[config.mk]
export PLATFORM = sky130hd
export DESIGN_NAME = uart_host_ctrl
export DESIGN_NICKNAME = d
export VERILOG_FILES = /design/src/rtl/uart_host_ctrl.sv
export SDC_FILE = /design/constraint.sdc
export NUM_CORES = 1
export LEC_CHECK = 0
export CORE_AREA = 2 2 99 101
export DETAILED_ROUTE_END_ITERATION = 16
export DIE_AREA = 0 0 101 103
export HOLD_SLACK_MARGIN = 0.15
export PLACE_DENSITY = 0.64
export SETUP_SLACK_MARGIN = 0.2
export SLEW_MARGIN = 20
export SYNTH_ARGS = -nofsm -noshare
export SYNTH_HDL_FRONTEND = slang
export SYNTH_SLANG_ARGS = --single-unit
export TNS_END_PERCENT = 5
[constraint.sdc]
create_clock -name clk_i -period 2.4 [get_ports clk_i]
set_input_delay 0.6 -clock clk_i [delete_from_list [all_inputs] [get_ports clk_i]]
set_output_delay 0.6 -clock clk_i [all_outputs]
set_load 0.05 [all_outputs]
[src/rtl/uart_host_ctrl.sv]
// uart_host_ctrl: register-bus initiator that drives the peripheral side of
// uart_core. It programs CTRL and RX_EN after reset, sends queued TX bytes
// with the TX_EN handshake, and copies received bytes into a valid/ready
// output register.
// Optional build macro: UART_HOST_TX_TIMEOUT_EN adds a TX_WAIT watchdog that
// drives tx_err_o. When it is undefined, tx_err_o is tied low.
module uart_host_ctrl #(
  parameter logic [15:0] CLKS_PER_BIT = 16'd87,
  parameter int unsigned TX_DEPTH     = 4,
  parameter logic [31:0] TX_TIMEOUT   = 32'd1200
) (
  input  logic        clk_i,
  input  logic        rst_i,
  input  logic [7:0]  tx_data_i,
  input  logic        tx_valid_i,
  output logic        tx_ready_o,
  output logic [7:0]  rx_data_o,
  output logic        rx_valid_o,
  input  logic        rx_ready_i,
  output logic        rx_overrun_o,
  output logic        tx_err_o,
  output logic        busy_o,
  output logic        bus_ren_o,
  output logic        bus_we_o,
  output logic [7:0]  bus_addr_o,
  output logic [31:0] bus_wdata_o,
  input  logic [31:0] bus_rdata_i,
  input  logic        intr_tx_i
);
  localparam int unsigned    PTR_W    = (TX_DEPTH > 1) ? $clog2(TX_DEPTH) : 1;
  localparam logic [PTR_W:0] DEPTH_C  = (PTR_W+1)'(TX_DEPTH);
  localparam logic [7:0]     A_CTRL   = 8'd0;
  localparam logic [7:0]     A_TXDATA = 8'd4;
  localparam logic [7:0]     A_RXDATA = 8'd8;
  localparam logic [7:0]     A_RXEN   = 8'd12;
  localparam logic [7:0]     A_TXEN   = 8'd16;
  localparam logic [7:0]     A_RXSTAT = 8'd20;

  typedef enum logic [3:0] {
    S_INIT_CTRL, S_INIT_RXEN, S_IDLE, S_RX_READ, S_TX_LOAD,
    S_TX_START, S_TX_WAIT, S_TX_RXRD, S_TX_STOP
  } state_t;

  state_t           state_q, state_d;
  logic             tx_done_q;
  logic [7:0]       fifo_mem [TX_DEPTH];
  logic [PTR_W-1:0] wr_ptr_q, rd_ptr_q;
  logic [PTR_W:0]   count_q;
  logic             push, pop;
  logic             rx_cap, rx_load;
  logic             rx_valid_q, rx_ovr_q;
  logic [7:0]       rx_data_q;
  logic             tmo_hit;
  logic             unused_rdata;

  assign unused_rdata = ^bus_rdata_i[31:8];

`ifdef UART_HOST_TX_TIMEOUT_EN
  logic [31:0] tmo_cnt_q;
  logic        tx_err_q;

  assign tmo_hit = (state_q == S_TX_WAIT) && !bus_rdata_i[0] && !intr_tx_i &&
                   (tmo_cnt_q >= TX_TIMEOUT - 32'd1);

  // Watchdog: restart on entry to TX_WAIT, count TX_WAIT cycles, latch the error
  always_ff @(posedge clk_i) begin
    if (rst_i) begin
      tmo_cnt_q <= '0;
      tx_err_q  <= 1'b0;
    end else begin
      if (state_q == S_TX_START) tmo_cnt_q <= '0;
      else if (state_q == S_TX_WAIT) tmo_cnt_q <= tmo_cnt_q + 32'd1;
      if (tmo_hit) tx_err_q <= 1'b1;
    end
  end

  assign tx_err_o = tx_err_q;
`else
  assign tmo_hit  = 1'b0;
  assign tx_err_o = 1'b0;
`endif

  // State register; tx_done_q remembers a TX-done pulse that arrived while an RX read preempted TX_WAIT
  always_ff @(posedge clk_i) begin
    if (rst_i) begin
      state_q   <= S_INIT_CTRL;
      tx_done_q <= 1'b0;
    end else begin
      state_q   <= state_d;
      tx_done_q <= (state_q == S_TX_WAIT) && intr_tx_i;
    end
  end

  // Next-state decode; a pending RX byte always wins over TX work
  always_comb begin
    state_d = state_q;
    unique case (state_q)
      S_INIT_CTRL: state_d = S_INIT_RXEN;
      S_INIT_RXEN: state_d = S_IDLE;
      S_IDLE: begin
        if (bus_rdata_i[0])     state_d = S_RX_READ;
        else if (count_q != '0) state_d = S_TX_LOAD;
      end
      S_RX_READ:  state_d = S_IDLE;
      S_TX_LOAD:  state_d = S_TX_START;
      S_TX_START: state_d = S_TX_WAIT;
      S_TX_WAIT: begin
        if (bus_rdata_i[0]) state_d = S_TX_RXRD;
        else if (intr_tx_i) state_d = S_TX_STOP;
        else if (tmo_hit)   state_d = S_TX_STOP;
      end
      S_TX_RXRD: state_d = (intr_tx_i || tx_done_q) ? S_TX_STOP : S_TX_WAIT;
      S_TX_STOP: state_d = S_IDLE;
      default:   state_d = S_INIT_CTRL;
    endcase
  end

  // Bus drive: idle-read of RX_STATUS unless the state issues a write or reads RX data
  always_comb begin
    bus_we_o    = 1'b0;
    bus_ren_o   = 1'b1;
    bus_addr_o  = A_RXSTAT;
    bus_wdata_o = '0;
    unique case (state_q)
      S_INIT_CTRL: begin
        bus_we_o = 1'b1; bus_ren_o = 1'b0; bus_addr_o = A_CTRL;
        bus_wdata_o = {16'd0, CLKS_PER_BIT};
      end
      S_INIT_RXEN: begin
        bus_we_o = 1'b1; bus_ren_o = 1'b0; bus_addr_o = A_RXEN; bus_wdata_o = 32'd1;
      end
      S_TX_LOAD: begin
        bus_we_o = 1'b1; bus_ren_o = 1'b0; bus_addr_o = A_TXDATA;
        bus_wdata_o = {24'd0, fifo_mem[rd_ptr_q]};
      end
      S_TX_START: begin
        bus_we_o = 1'b1; bus_ren_o = 1'b0; bus_addr_o = A_TXEN; bus_wdata_o = 32'd1;
      end
      S_TX_STOP: begin
        bus_we_o = 1'b1; bus_ren_o = 1'b0; bus_addr_o = A_TXEN; bus_wdata_o = 32'd0;
      end
      S_RX_READ, S_TX_RXRD: bus_addr_o = A_RXDATA;
      default: ;
    endcase
    // Keep the core untouched while reset is held; init writes start once it drops
    if (rst_i) begin
      bus_we_o    = 1'b0;
      bus_ren_o   = 1'b0;
      bus_addr_o  = '0;
      bus_wdata_o = '0;
    end
  end

  assign tx_ready_o = !rst_i && (count_q < DEPTH_C);
  assign push       = tx_valid_i && tx_ready_o;
  assign pop        = (state_q == S_TX_LOAD);
  assign busy_o     = (state_q != S_IDLE) || (count_q != '0);

  // TX FIFO pointers and occupancy; power-of-two depth lets pointers wrap naturally
  always_ff @(posedge clk_i) begin
    if (rst_i) begin
      wr_ptr_q <= '0;
      rd_ptr_q <= '0;
      count_q  <= '0;
    end else begin
      if (push) wr_ptr_q <= wr_ptr_q + 1'b1;
      if (pop)  rd_ptr_q <= rd_ptr_q + 1'b1;
      if (push && !pop)      count_q <= count_q + 1'b1;
      else if (!push && pop) count_q <= count_q - 1'b1;
    end
  end

  // TX FIFO storage
  always_ff @(posedge clk_i) begin
    if (push) fifo_mem[wr_ptr_q] <= tx_data_i;
  end

  assign rx_cap  = (state_q == S_RX_READ) || (state_q == S_TX_RXRD);
  assign rx_load = rx_cap && (!rx_valid_q || rx_ready_i);

  // RX output handshake: load a captured byte, drop it with overrun if still occupied
  always_ff @(posedge clk_i) begin
    if (rst_i) begin
      rx_valid_q <= 1'b0;
      rx_ovr_q   <= 1'b0;
    end else begin
      if (rx_load)                      rx_valid_q <= 1'b1;
      else if (rx_valid_q && rx_ready_i) rx_valid_q <= 1'b0;
      if (rx_cap && !rx_load)           rx_ovr_q   <= 1'b1;
    end
  end

  // RX data register
  always_ff @(posedge clk_i) begin
    if (rx_load) rx_data_q <= bus_rdata_i[7:0];
  end

  assign rx_data_o    = rx_data_q;
  assign rx_valid_o   = rx_valid_q;
  assign rx_overrun_o = rx_ovr_q;
endmodule

==> summary.md, run 1 <==
| Metric | Value |
|---|---|
| DR vias/cell | roughly 4.3 |
| Iter 0 DRT Violations | 95 |
| Drt wl/cell | around 13 um |
| FF+latch count, synth | between 50 and 60 |
| Postcts setup bufs | 0 |
| Worst-path fanout max | 5 |
| Pwr per Cell Area | 680 mW/mm^2 |
| Clk Latency, worst-skew pair | around 310 ps |
| Launch point of the worst path | rst_i |
| VDD IR max | ~280 uV |
| Fill cell count | 892 |
| Tightest Pin Transition | approximately 520 ps |
| Setup WS post-layout | 94.4 ps |
| Initial Utilization | ~28% |
| Max Cap Viol | 0 |
| Clock skew | 10.8 ps |
| Worst r2r src | state_q[2]$_SDFFE_PP0P_ |
| CP Class | input port to primary output |
| Critical Path RT | ~1800 ps |
| Via count of the first global-routing pass | approximately 1,600 |
| Hold Crit Start | rx_overrun_o$_SDFFE_PP0P_ |
| Worst path cell trace | buf_2 -> or4_4 -> a21oi_2 -> buf_4 -> buf_12 |
| Max-slew violation count | 0 |
| P&R area growth vs syn | 33.5% |
| Critical Path Start Type | input port |
| Syn Area/Cell | roughly 13 sq um |
| CTS tree | built |
| Initial antenna violation count | 0 |
| Root Driver | clkbuf_8 |
| # diodes | 0 |
| I/O pin cnt | 100 |
| Final min period | roughly 2300 ps |
| Layout Cells excl Fill | about 390 |
| Placed Cells | 379 |
| Largest net degree at the start of global routing | 20 |
| Buf+Inv Stages, Crit Path | 3 |
| All-layer global routing usage | 9.72% |
| Multi-input logic area | ~930 sq um |
| Top_reg_cell synth | edfxtp_1 |
| Reg area | between 0.0015 and 0.002 sq mm |
| Number of distinct library cells after synthesis | 40 |
| Design Area, Final | about 0.0035 sq mm |
| Rel. slew slack | between 60% and 70% |
| Critical path's slowest cell | or4_4 |
| R2R setup slack | between 300 and 400 ps |
| Clk sink count | between 50 and 60 |
| Max Freq | 0.434 GHz |
| Clock buffer depth | 2 |
| Setup violators final | 0 |
| Worst reg2reg path depth | 8 |
| Core area | ~0.0095 sq mm |
| Clock-pin slew on the worst setup and hold paths | between 100 and 150 ps |
| Status | complete, no violations |
| Unrepaired setup endpoints after global routing | true |
| Post-place instance area | between 0.003 and 0.004 sq mm |
| Asr flop ratio synth | 0% |
| Crit path depth | 5 |
| Cell count after synthesis | ~210 |
| Hold Path Sink | rx_overrun_o$_SDFFE_PP0P_ |
| Worst Path Arrival | ~1700 ps |
| Die H | slightly above 100 um |
| Horiz. Die Dim | between 100 and 150 um |
| DPL Wire Length | ~3700 um |
| # port buffers | 45 |
| DRT Wirelength | 4910 um |
| DRC | 0 |
| Number of cells on the worst hold path | 2 |
| P_leak | 0.00134 uW |
| Final net count | approximately 320 |
| Setup Slack @ Placement | -348 ps |
| Ys Warns | 0 |
| Post-synth EDFFs | 40 |
| Worst R2R End | count_q[2]$_SDFFE_PP0P_ |
| Crit. End Element | primary output |
| Post-synthesis sequential area ratio | between 50% and 60% |
| Row count | 36 |
| CP delay by family, top | simple AND/OR/NAND/NOR gates |
| Overflow after GRT | 0 |
| First-pass GRT wire length | about 7700 um |
| H-tree Lvls | 2 |
| Layout cells sized above 1 | a little over a quarter |
| Worst path max stage delay | about 580 ps |
| Total CTS buffers | 5 |
| Cell Area, Synth | between 0.002 and 0.003 sq mm |
| ANT nets after route | 0 |
| Final GP Congestion | roughly 0.72 |
| Final Hold Viols | 0 |
| Pre-antenna DRT Iters | 4 |
| Hold Path Class | flip-flop to flip-flop |
| Final clock period utilization by the worst path | between 90 and 100% |
| Total number of vias | 1,664 |
| DIE AREA | about 0.010 sq mm |
[flip-flops by register name, indices dropped and copies added (netlist names), 2 cells and up, named ones only]
| signal | cells |
|---|---|
| state_q | 4 |
| rx_data_o | 8 |
| rd_ptr_q | 2 |
| count_q | 3 |
| wr_ptr_q | 2 |
| fifo_mem | 32 |
[cell type report]
class,instances,share of cell area [%]
well taps,114,4.07
flip-flops and latches,56,43.7
multi-input cells,131,26.6
clock inverters,3,0.785
inverters,9,0.963
repair buffers,69,22.0
clock buffers,5,1.96
[layer usage]
layer / vias to the layer above / routed length [um] / part of all wire, % / global-route usage [%]
li1: 799 / - / - / -
met1: 797 / 2050 / 42 / 11.1
met2: 61 / 2500 / 51 / 17.4
met3: 7 / 278 / 5.7 / 2.92
met4: 0 / 81 / 1.7 / 3.33
met5: - / 0 / 0 / 0
[cells by family after synthesis]
| logic type | synth area share (%) |
|---|---|
| buf+inv | 12.4 |
| other cells | 0.143 |
| mux | 7.23 |
| simple gates | 13.0 |
| xor+xnor | 1.67 |
| flops | 57.9 |
| compound gates | 4.47 |
| fa+ha+maj | 3.14 |
[Yosys cell counts (3+ instances only)]
cell type,number,area (sq um)
edfxtp_1,40,1200
buf_4,31,233
nor2_1,22,82.6
dfxtp_1,16,320
a21oi_1,10,50.1
inv_1,9,33.8
and3_1,8,50.1
mux4_2,8,180
nand2_1,7,26.3
nor2b_1,6,37.5
ha_1,5,62.6
nor3_1,5,25.0
buf_6,3,33.8
nor3b_1,3,22.5
o21ai_0,3,15.0
xor2_1,3,26.3
[worst max path at each step]
stage | to
after floorplan | bus_we_o
after global placement | bus_wdata_o[2]
after detailed placement | count_q[2]$_SDFFE_PP0P_
after CTS | bus_wdata_o[0]
after global routing | bus_wdata_o[0]
final | bus_wdata_o[1]
[worst min-delay path, cell delays in order, from the launching register on]
cell     delay, ps
dfxtp_1        340
a31oi_1         40
nor2_1          70
[stage by stage]
step	total power (uW)	TNS (ps)	hold WS [ps]	utilization (%)
detailed placement	1860	-2540	462	35.7
finish	2390	0	482	37.1
CTS	2420	0	489	37.1
floorplan	1630	-160	472	-
global route	2500	0	542	37.1
global placement	1850	-2500	458	35.7
[cells in the final DEF, fill, tap and decap left out, types with 2 or more instances in the layout]
cell	count
conb_1	30
dfxtp_1	12
clkdlybuf4s50_1	29
nor2_1	21
and3_1	7
xor2_1	3
xnor2_1	2
nor3b_2	2
nor3_1	5
buf_4	23
dfxtp_2	2
dfxtp_4	2
nor2b_1	6
nand2_1	7
ha_1	5
edfxtp_1	40
buf_12	14
o21ai_0	3
buf_6	2
a21oi_2	4
mux4_2	8
a21oi_1	6
inv_1	9
clkbuf_8	5
[timing repair]
| action | 4_1_cts | 5_1_grt |
|---|---|---|
| cloned | 0 | 0 |
| endpoints found under the setup margin | 15 | 15 |
| hold buffers | 0 | 0 |
| resized for setup | 18 | 1 |
| pin swaps | 1 | 0 |
[where the power goes]
| part | total (uW) | switching (uW) | internal, uW |
|---|---|---|---|
| Sequential | 1140 | 49.5 | 1090 |
| Combinational | 700 | 410 | 290 |
| Clock | 546 | 331 | 215 |
| Total | 2390 | 790 | 1600 |
Power figures use the tool's default switching activity.
==> run 2, diff against run 1 <==
--- a/config.mk
+++ b/config.mk
@@ -11,7 +11,7 @@
 export HOLD_SLACK_MARGIN = 0.15
 export PLACE_DENSITY = 0.64
 export SETUP_SLACK_MARGIN = 0.2
-export SLEW_MARGIN = 20
+export SLEW_MARGIN = 15
 export SYNTH_ARGS = -nofsm -noshare
 export SYNTH_HDL_FRONTEND = slang
 export SYNTH_SLANG_ARGS = --single-unit
==> results of run 2 <==
The final DEF is identical to that of run 1; final timing and power are the same.
